<file path="config.mk">
export PLATFORM = sky130hd
export DESIGN_NAME = uart_tx_arbiter
export DESIGN_NICKNAME = d
export VERILOG_FILES = /design/src/rtl/uart_pkg.sv /design/src/rtl/rr_picker.sv /design/src/rtl/uart_tx_arbiter.sv
export SDC_FILE = /design/constraint.sdc
export NUM_CORES = 1
export LEC_CHECK = 0
export ABC_AREA = 1
export CELL_PAD_IN_SITES_DETAIL_PLACEMENT = 0
export CELL_PAD_IN_SITES_GLOBAL_PLACEMENT = 2
export CORE_ASPECT_RATIO = 0.7
export CORE_MARGIN = 2
export CORE_UTILIZATION = 25
export DETAILED_ROUTE_END_ITERATION = 10
export PLACE_DENSITY_LB_ADDON = 0.1
export SKIP_LAST_GASP = 1
export SLEW_MARGIN = 20
export SYNTH_ARGS = -nofsm -noshare
export SYNTH_HDL_FRONTEND = slang
export SYNTH_HIERARCHICAL = 1
export SYNTH_SLANG_ARGS = --single-unit
</file>
<file path="constraint.sdc">
create_clock -name clk -period 4.36 [get_ports clk]
set_input_delay 0.654 -clock clk [delete_from_list [all_inputs] [get_ports clk]]
set_output_delay 0.654 -clock clk [all_outputs]
set_load 0.05 [all_outputs]
</file>
<file path="src/rtl/uart_pkg.sv">
// Shared definitions for the UART transmit path: arbiter FSM encoding,
// default requester count / data width and the gap counter width.
package uart_pkg;

  localparam int unsigned UART_ARB_N  = 4;
  localparam int unsigned UART_DATA_W = 9;
  localparam int unsigned GAP_CNT_W   = 16;

  typedef enum logic [1:0] {
    ARB_IDLE  = 2'd0,
    ARB_GRANT = 2'd1,
    ARB_GAP   = 2'd2
  } arb_state_e;

endpackage : uart_pkg

</file>
<file path="src/rtl/rr_picker.sv">
// Round-robin priority picker: returns the first set bit of valid_i,
// searching upward from ptr_i+1 and wrapping modulo N.
module rr_picker #(
  parameter int unsigned N = 4
) (
  input  logic [N-1:0]         valid_i,
  input  logic [$clog2(N)-1:0] ptr_i,
  output logic [N-1:0]         onehot_o,
  output logic [$clog2(N)-1:0] idx_o,
  output logic                 found_o
);

  localparam int unsigned IW = $clog2(N);
  // One extra bit so ptr+k (at most 2N-1) never overflows before the wrap.
  localparam logic [IW:0] N_L = (IW+1)'(N);

  logic [IW:0]   sum;
  logic [IW-1:0] cand;

  // NOTE: every variable assigned in a combinational block gets a default
  // first; otherwise any path that skips an assignment infers a latch.
  always_comb begin
    onehot_o = '0;
    idx_o    = '0;
    found_o  = 1'b0;
    sum      = '0;
    cand     = '0;
    for (int k = 1; k <= int'(N); k++) begin
      sum = {1'b0, ptr_i} + (IW+1)'(k);
      if (sum >= N_L) sum = sum - N_L;
      cand = sum[IW-1:0];
      if (!found_o && valid_i[cand]) begin
        found_o        = 1'b1;
        idx_o          = cand;
        onehot_o[cand] = 1'b1;
      end
    end
  end

endmodule : rr_picker

</file>
<file path="src/rtl/uart_tx_arbiter.sv">
// Frame-level round-robin arbiter in front of a UART transmitter, with a
// programmable idle gap enforced after each frame.
module uart_tx_arbiter
  import uart_pkg::*;
#(
  parameter int unsigned N = UART_ARB_N,
  parameter int unsigned W = UART_DATA_W
) (
  input  logic                   clk,
  input  logic                   reset,
  input  logic [N-1:0]           io_in_valid,
  input  logic [N*W-1:0]         io_in_bits,
  input  logic [N-1:0]           io_in_last,
  output logic [N-1:0]           io_in_ready,
  output logic                   io_out_valid,
  output logic [W-1:0]           io_out_bits,
  input  logic                   io_out_ready,
  input  logic [GAP_CNT_W-1:0]   io_gapCycles,
  output logic [$clog2(N)-1:0]   io_grant,
  output logic                   io_busy
);

  localparam int unsigned IW = $clog2(N);
  localparam logic [GAP_CNT_W-1:0] CNT_ONE = GAP_CNT_W'(1);

  arb_state_e           state_q, state_d;
  logic [GAP_CNT_W-1:0] cnt_q, cnt_d;
  logic [IW-1:0]        ptr_q, ptr_d;
  logic [IW-1:0]        grant_q, grant_d;
  logic [N-1:0]         owner_oh_q, owner_oh_d;

  logic [N-1:0]  pick_oh;
  logic [IW-1:0] pick_idx;
  logic          pick_found;
  logic [W-1:0]  words [N];

  for (genvar i = 0; i < N; i++) begin : g_unpack
    assign words[i] = io_in_bits[i*W +: W];
  end

  rr_picker #(.N(N)) u_picker (
    .valid_i  (io_in_valid),
    .ptr_i    (ptr_q),
    .onehot_o (pick_oh),
    .idx_o    (pick_idx),
    .found_o  (pick_found)
  );

  always_comb begin
    state_d      = state_q;
    cnt_d        = cnt_q;
    ptr_d        = ptr_q;
    grant_d      = grant_q;
    owner_oh_d   = owner_oh_q;
    io_out_valid = 1'b0;
    io_in_ready  = '0;
    io_out_bits  = words[grant_q];

    unique case (state_q)
      ARB_IDLE: begin
        if (pick_found) begin
          grant_d    = pick_idx;
          ptr_d      = pick_idx;
          owner_oh_d = pick_oh;
          state_d    = ARB_GRANT;
        end
      end
      ARB_GRANT: begin
        io_out_valid = io_in_valid[grant_q];
        io_in_ready  = owner_oh_q & {N{io_out_ready}};
        // Only the owner's final handshake releases the grant.
        if (io_out_valid && io_out_ready && io_in_last[grant_q]) begin
          if (io_gapCycles == '0) begin
            state_d = ARB_IDLE;
          end else begin
            cnt_d   = io_gapCycles;
            state_d = ARB_GAP;
          end
        end
      end
      ARB_GAP: begin
        cnt_d = cnt_q - CNT_ONE;
        if (cnt_q == CNT_ONE) state_d = ARB_IDLE;
      end
      default: state_d = ARB_IDLE;
    endcase

    // Reset silences the handshake in the very cycle it is asserted.
    if (reset) begin
      io_out_valid = 1'b0;
      io_in_ready  = '0;
    end
  end

  // NOTE: sequential state is updated with non-blocking assignments only, so
  // every flop samples the pre-edge value of every other flop.
  always_ff @(posedge clk) begin
    if (reset) begin
      state_q    <= ARB_IDLE;
      cnt_q      <= '0;
      ptr_q      <= IW'(N-1);
      grant_q    <= '0;
      owner_oh_q <= '0;
    end else begin
      state_q    <= state_d;
      cnt_q      <= cnt_d;
      ptr_q      <= ptr_d;
      grant_q    <= grant_d;
      owner_oh_q <= owner_oh_d;
    end
  end

  assign io_grant = grant_q;
  assign io_busy  = !reset && (state_q != ARB_IDLE);

endmodule : uart_tx_arbiter

</file>
==> impl_metrics.yaml, run 1 <==
outcome:
  status: "finished, final reports clean"
clocking:
  cts_tree: "yes"
  root_buffer: "clkbuf_16"
  clockBufferDepth: 2
  insertion_delay_ps: 270
  clock_sinks: 26
  cts_inserted_buffers: 3
  h-tree-depth: 1
  post-cts-setup-buffer-count: 0
  cts_hold_buf: 0
  clk_transition_reported_paths_ps: 70
  cts_resized: 0
timing:
  fin_skew_ps: 4.93
  finalHoldViolCount: 0
  max_slew_margin_pct: 65.2
  setup_viol: 0
  fin_crit_sh_pct: 72.7
  slew_viol_final: 0
  fin_tns_setup_ps: 0
  rsz0062_at_grt: "false"
  fin_crit_ps: 3170
  max_freq_mhz: 315
  setup_slack_ps: 1190
  worst_pin_slew_ps: 520
logic_synthesis:
  yosys.area_share.adder_pct: 4.90
  synthTopCellsByArea: "dfxtp_1 (20%), nand2_1 (15%), nor2_1 (13%)"
  ys_warn_count: 6
  synth_top_area_share_pct: 20.4
  synth_seq_cells: 26
  synth_simple_gate_area_share_pct: 50.1
  muxShareOfSynthArea_pct: 0
  synthXorXnorAreaFrac_pct: 0.343
  syn_nets: 510
  synth_cell_types: 31
  synth_top_family_by_area: "simple AND/OR/NAND/NOR gates"
  syn_area_um2: 2550
  synth_cells: 437
  synth-compound-area-share_pct: 13.6
  synth_top_area_cell: "dfxtp_1"
  syn_area_per_cell_um2: 5.84
  ys_seq_area_share_pct: 20.4
floorplan:
  fp.dieH_um: 88.5
  die_area_um2: 11000
  core_area_um2: 9800
  die_w_um: 125
  pin_count: 80
  start_util_pct: 26.0
  fp-row-count: 30
critical_path:
  critPathArrivalTime_ps: 2520
  r2r-end: "io_grant[0]"
  critPathBufInv: 3
  end_kind: "output pin"
  worstSetupStartpoint: "reset"
  slowest_stage: "clkdlybuf4s50_1"
  cpLargestDelayFamily: "buffers and inverters"
  path_cells: "clkdlybuf4s50_1 > inv_1 > nand2_1 > nor2_1 > clkdlybuf4s50_1"
  crit_path_frequent_cell: "clkdlybuf4s50_1"
  crit_path_max_fanout: 9
  crit_end: "io_out_valid"
  worst-r2r-cell-count: 11
  required_ps: 3710
  critPathMaxStageDelay_ps: 820
  rr_startpoint: "ptr_q[1]"
  path_class: "input port to output pin"
  cp_num_cells: 5
  rrSetupSlack_ps: 1680
  critPathLaunchType: "input port"
pwr:
  p_int_mw: 0.978
  seq_power_share_pct: 16.9
  p_per_area_nw_per_um2: 606
  p_sw_mw: 1.17
  power_frac_comb_pct: 70.0
  leakage_nw: 1.68
  ir_drop_v: 0.000151
  p_clk_share_pct: 13.1
  swShare_pct: 54.5
placed_design:
  dpl.cell_count: 633
  io_buffer_count: 79
  place_ws_ps: 1160
  place.gp.congestion: 0.773
  dp.final_hpwl_um: 6790
grt:
  overflow: 0
  grt_pass1_wl_um: 14700
  grt_pass1_vias: 2744
  grt_antenna_before_repair: 0
  globalRouteTotalUtil_pct: 16.5
  grt_max_degree: 26
min_path:
  hold_path.class: "flop to flop"
detailed_routing:
  firstDrtPassIters: 5
  vias_per_cell: 4.69
  num_vias: 2986
  drt_wl_total_um: 8990
  wire_per_inst_um: 14.1
  drc: 0
  drt-initial-drc-count: 197
  ant_nets: 0
final_layout:
  area_growth_syn_to_layout_pct: 39.0
  diodes: 0
  layout.cells.non_filler: 637
  drive_gt1_share_pct: 7.47
  nNetsFinal: 583
run:
  drv_cap: 0
-- logic make-up (layout without fill, tap and decap cells) --
group | count (synthesis) | count (layout)
buffers and inverters | 61 | 133
adders and majority gates | 10 | 10
DFF | 26 | 26
and+or+nand+nor | 275 | 275
xor gates and xnor gates | 1 | 1
AOI/OAI and AO/OA | 64 | 64
-- flip-flops by register name, summed over array words and instances (netlist names) --
name        count
cnt_q          16
owner_oh_q      4
io_grant        2
ptr_q           2
state_q         2
-- area by class of cell --
cell class	instances	area, um2
tap	128	160
clock inverter	1	30.0
multi-input combinational	350	1760
sequential	26	520
fill	1099	6250
clock buffer	3	75.1
inverter	46	180
timing repair buffer	83	821
-- power groups by stage --
stage / sequential (mW) / combinational (mW) / clock, mW
after global placement: 0.373 / 1.50 / 0
final: 0.364 / 1.50 / 0.281
after CTS: 0.365 / 1.51 / 0.288
after floorplan: 0.373 / 1.09 / 0
after detailed placement: 0.370 / 1.50 / 0
after global routing: 0.378 / 1.67 / 0.298
-- worst min-delay path, cell delays in order, from the launching register on --
cell,delay (ps)
dfxtp_1,320
nor2_1,100
nor2_1,50
-- how the worst min path moves through the flow --
stage,from,endpoint,slack [ps],cells past startpoint
after floorplan,owner_oh_q[0],owner_oh_q[0],450,2
after global placement,owner_oh_q[3],owner_oh_q[3],490,2
after detailed placement,owner_oh_q[2],owner_oh_q[2],490,2
after CTS,owner_oh_q[2],owner_oh_q[2],500,2
after global routing,owner_oh_q[2],owner_oh_q[2],520,2
final,owner_oh_q[2],owner_oh_q[2],500,2
-- through the flow --
stage	instance area [um2]	power [mW]	hold slack (ps)	utilization, %
global route	3550	2.34	517	36.2
finish	3550	2.15	501	36.2
CTS	3550	2.16	499	36.2
global placement	3440	1.87	492	35.1
floorplan	2550	1.47	455	-
detailed placement	3440	1.87	486	35.1
-- metal layers --
metal | global-route usage (%) | up-vias | share of wire (%)
li1 | - | 1555 | -
met1 | 25.8 | 1343 | 57
met2 | 24.2 | 86 | 39
met3 | 3.08 | 2 | 4.8
met4 | 1.23 | 0 | 0.14
met5 | 0 | - | 0
-- cells in the mapped netlist (all sizes together) --
| master | number |
|---|---|
| nand3b | 2 |
| buf | 8 |
| clkbuf | 7 |
| o21ai | 33 |
| nor3 | 2 |
| nand3 | 54 |
| nor4 | 1 |
| xor2 | 1 |
| o22ai | 9 |
| nand4 | 8 |
| a21boi | 5 |
| nand2 | 114 |
| a21oi | 17 |
| ha | 10 |
| dfxtp | 26 |
| inv | 46 |
| or2 | 3 |
| nor2 | 91 |
-- layout by cell type (no fill, tap or decap), drive strengths merged, types with 3 or more instances in the layout --
cell type      instances
a21boi                 5
a21oi                 17
buf                    4
clkbuf                 3
clkdlybuf4s50         79
dfxtp                 26
ha                    10
inv                   46
nand2                114
nand3                 54
nand4                  8
nor2                  91
o21ai                 33
o22ai                  9
or2                    3
Power figures use the tool's default switching activity.
==> run 2: changes to the inputs <==
--- a/config.mk
+++ b/config.mk
@@ -10,7 +10,7 @@
 export CELL_PAD_IN_SITES_GLOBAL_PLACEMENT = 2
 export CORE_ASPECT_RATIO = 0.7
 export CORE_MARGIN = 2
-export CORE_UTILIZATION = 25
+export CORE_UTILIZATION = 21
 export DETAILED_ROUTE_END_ITERATION = 10
 export PLACE_DENSITY_LB_ADDON = 0.1
 export SKIP_LAST_GASP = 1
==> constraint.sdc (replaced) <==
create_clock -name clk -period 2.9 [get_ports clk]
set_input_delay 0.435 -clock clk [delete_from_list [all_inputs] [get_ports clk]]
set_output_delay 0.435 -clock clk [all_outputs]
set_load 0.05 [all_outputs]
==> run 2 against run 1 <==
Flip-flop and latch count is the same. Sequential share of layout area down 0.55 points. Register-to-register slack got worse by 890 ps. Clock skew fell by 0.98 ps. Hold slack got worse by 2.4 ps. Critical path type is now flop to output pin. Critical endpoint is now io_out_bits[7]. Largest cell class unchanged. Highest routed layer unchanged.
==> impl_metrics.yaml, run 2 (synthesis results as in run 1) <==
timing:
  setup_slack_ps: 315
  worst_pin_slew_ps: 523
  max_slew_margin_pct: 65.0
  holdWs_ps: 498
  finalHoldViolCount: 0
  max_freq_mhz: 387
  slew_viol_final: 0
  rsz0062_at_grt: "false"
  fin_tns_setup_ps: 0
  fin_crit_sh_pct: 89.1
  fin_crit_ps: 2590
  fin_skew_ps: 3.96
  setup_viol: 0
final_layout:
  final_util_pct: 31.3
  final_cell_mix: "nand2_1 (104), nor2_1 (88), clkdlybuf4s50_1 (74), nand3_1 (46), inv_1 (38)"
  largest_reg_flops: 16
  largestRegisters: "cnt_q (16), owner_oh_q (4)"
  nNetsFinal: 590
  drive_gt1_share_pct: 9.69
  diodes: 0
  largest-register: "cnt_q"
  area_growth_syn_to_layout_pct: 44.5
  layout_commonest_cell: "nand2_1"
clocking:
  insertion_delay_ps: 270
  clk_transition_reported_paths_ps: 70
  post-cts-setup-buffer-count: 0
  h-tree-depth: 1
  clockBufferDepth: 2
  cts_inserted_buffers: 3
  cts_hold_buf: 0
  root_buffer: "clkbuf_16"
  clock_sinks: 26
  cts_tree: "yes"
  cts_resized: 0
detailed_routing:
  drt_wl_total_um: 9280
  firstDrtPassIters: 4
  wire_per_inst_um: 13.8
  vias_per_cell: 4.45
  num_vias: 2993
  ant_nets: 0
  drt-initial-drc-count: 195
  drc: 0
critical_path:
  critPathMaxStageDelay_ps: 830
  rrSetupSlack_ps: 790
  rr_startpoint: "ptr_q[0]"
  required_ps: 2470
  crit_path_max_fanout: 11
  critPathArrivalTime_ps: 2150
  path_cells: "inv_1 > o21ai_0 > o22ai_1 > clkdlybuf4s50_1"
  end_kind: "output pin"
  path_class: "flop to output pin"
  worst-r2r-cell-count: 11
  r2r-end: "ptr_q[1]"
  critPathLaunchType: "flop"
  slowest_stage: "clkdlybuf4s50_1"
grt:
  grt_pass1_vias: 2807
  grt_antenna_before_repair: 0
  overflow: 0
  grt_max_degree: 25
  globalRouteTotalUtil_pct: 14.8
  grt_pass1_wl_um: 15100
min_path:
  hold_path.class: "flop to flop"
  whs_path_depth: 2
  min_to: "owner_oh_q[1]"
  worstHoldStart: "owner_oh_q[1]"
floorplan:
  start_util_pct: 21.7
  die_w_um: 136
  die_area_um2: 13100
  fp.dieH_um: 96.2
  pin_count: 80
  fp-row-count: 33
  core_area_um2: 11800
pwr:
  swShare_pct: 53.8
  p_int_mw: 1.53
  power_frac_comb_pct: 70.9
  p_per_area_nw_per_um2: 895
  leakage_nw: 1.74
  p_sw_mw: 1.78
  ir_drop_v: 0.000309
  seq_power_share_pct: 16.2
  p_clk_share_pct: 12.9
outcome:
  status: "finished, final reports clean"
placed_design:
  place.gp.congestion: 0.771
  io_buffer_count: 79
  place_ws_ps: 475
  dp.final_hpwl_um: 7190
run:
  drv_cap: 0
run 2: cell types whose count changed in the layout (fill, tap and decap cells not counted):
cell	delta
buf_4	+7
clkdlybuf4s50_1	-5
buf_12	+5
run 2: per-layer routing:
| metal | part of all wire [%] | track usage (%) | vias up |
|---|---|---|---|
| li1 | - | - | 1573 |
| met1 | 55 | 22.9 | 1333 |
| met2 | 37 | 21.2 | 83 |
| met3 | 7.2 | 2.95 | 4 |
| met4 | 0.63 | 1.82 | 0 |
| met5 | 0 | 0 | - |
run 2: per-stage QoR:
stage / total power, mW / instance area, um2 / instances
after floorplan: 2.21 / 2550 / 437
after global placement: 2.90 / 3580 / 669
after detailed placement: 2.89 / 3580 / 669
after CTS: 3.33 / 3690 / 673
after global routing: 3.61 / 3690 / 673
final: 3.30 / 3690 / 673
run 2: worst max path at each step:
stage	startpoint	endpoint
finish	io_grant[1]	io_out_bits[7]
global route	io_grant[1]	io_out_bits[8]
CTS	io_grant[1]	io_out_bits[7]
detailed placement	io_in_bits[25]	io_out_bits[7]
global placement	io_in_bits[16]	io_out_bits[7]
floorplan	io_grant[0]	io_out_bits[0]
run 2: cell type report:
class	instances	area (um2)
Clock buffer	3	75.1
Inverter	46	180
Timing Repair Buffer	90	923
Sequential cell	26	520
Clock inverter	1	30.0
Multi-Input combinational cell	350	1760
Fill cell	1328	8080
Tap cell	157	196
run 2: critical path: cells and delay by family, from the launching register on:
kind,cells,cell delay [ps]
AOI/OAI and AO/OA,2,300
buffers and inverters,2,1130
DFF,1,430
run 2: power by group through the flow:
| stage | logic [mW] | registers (mW) | clock network [mW] |
|---|---|---|---|
| floorplan | 1.65 | 0.561 | 0 |
| global placement | 2.36 | 0.544 | 0 |
| detailed placement | 2.34 | 0.544 | 0 |
| CTS | 2.35 | 0.536 | 0.441 |
| global route | 2.60 | 0.555 | 0.455 |
| finish | 2.34 | 0.535 | 0.425 |
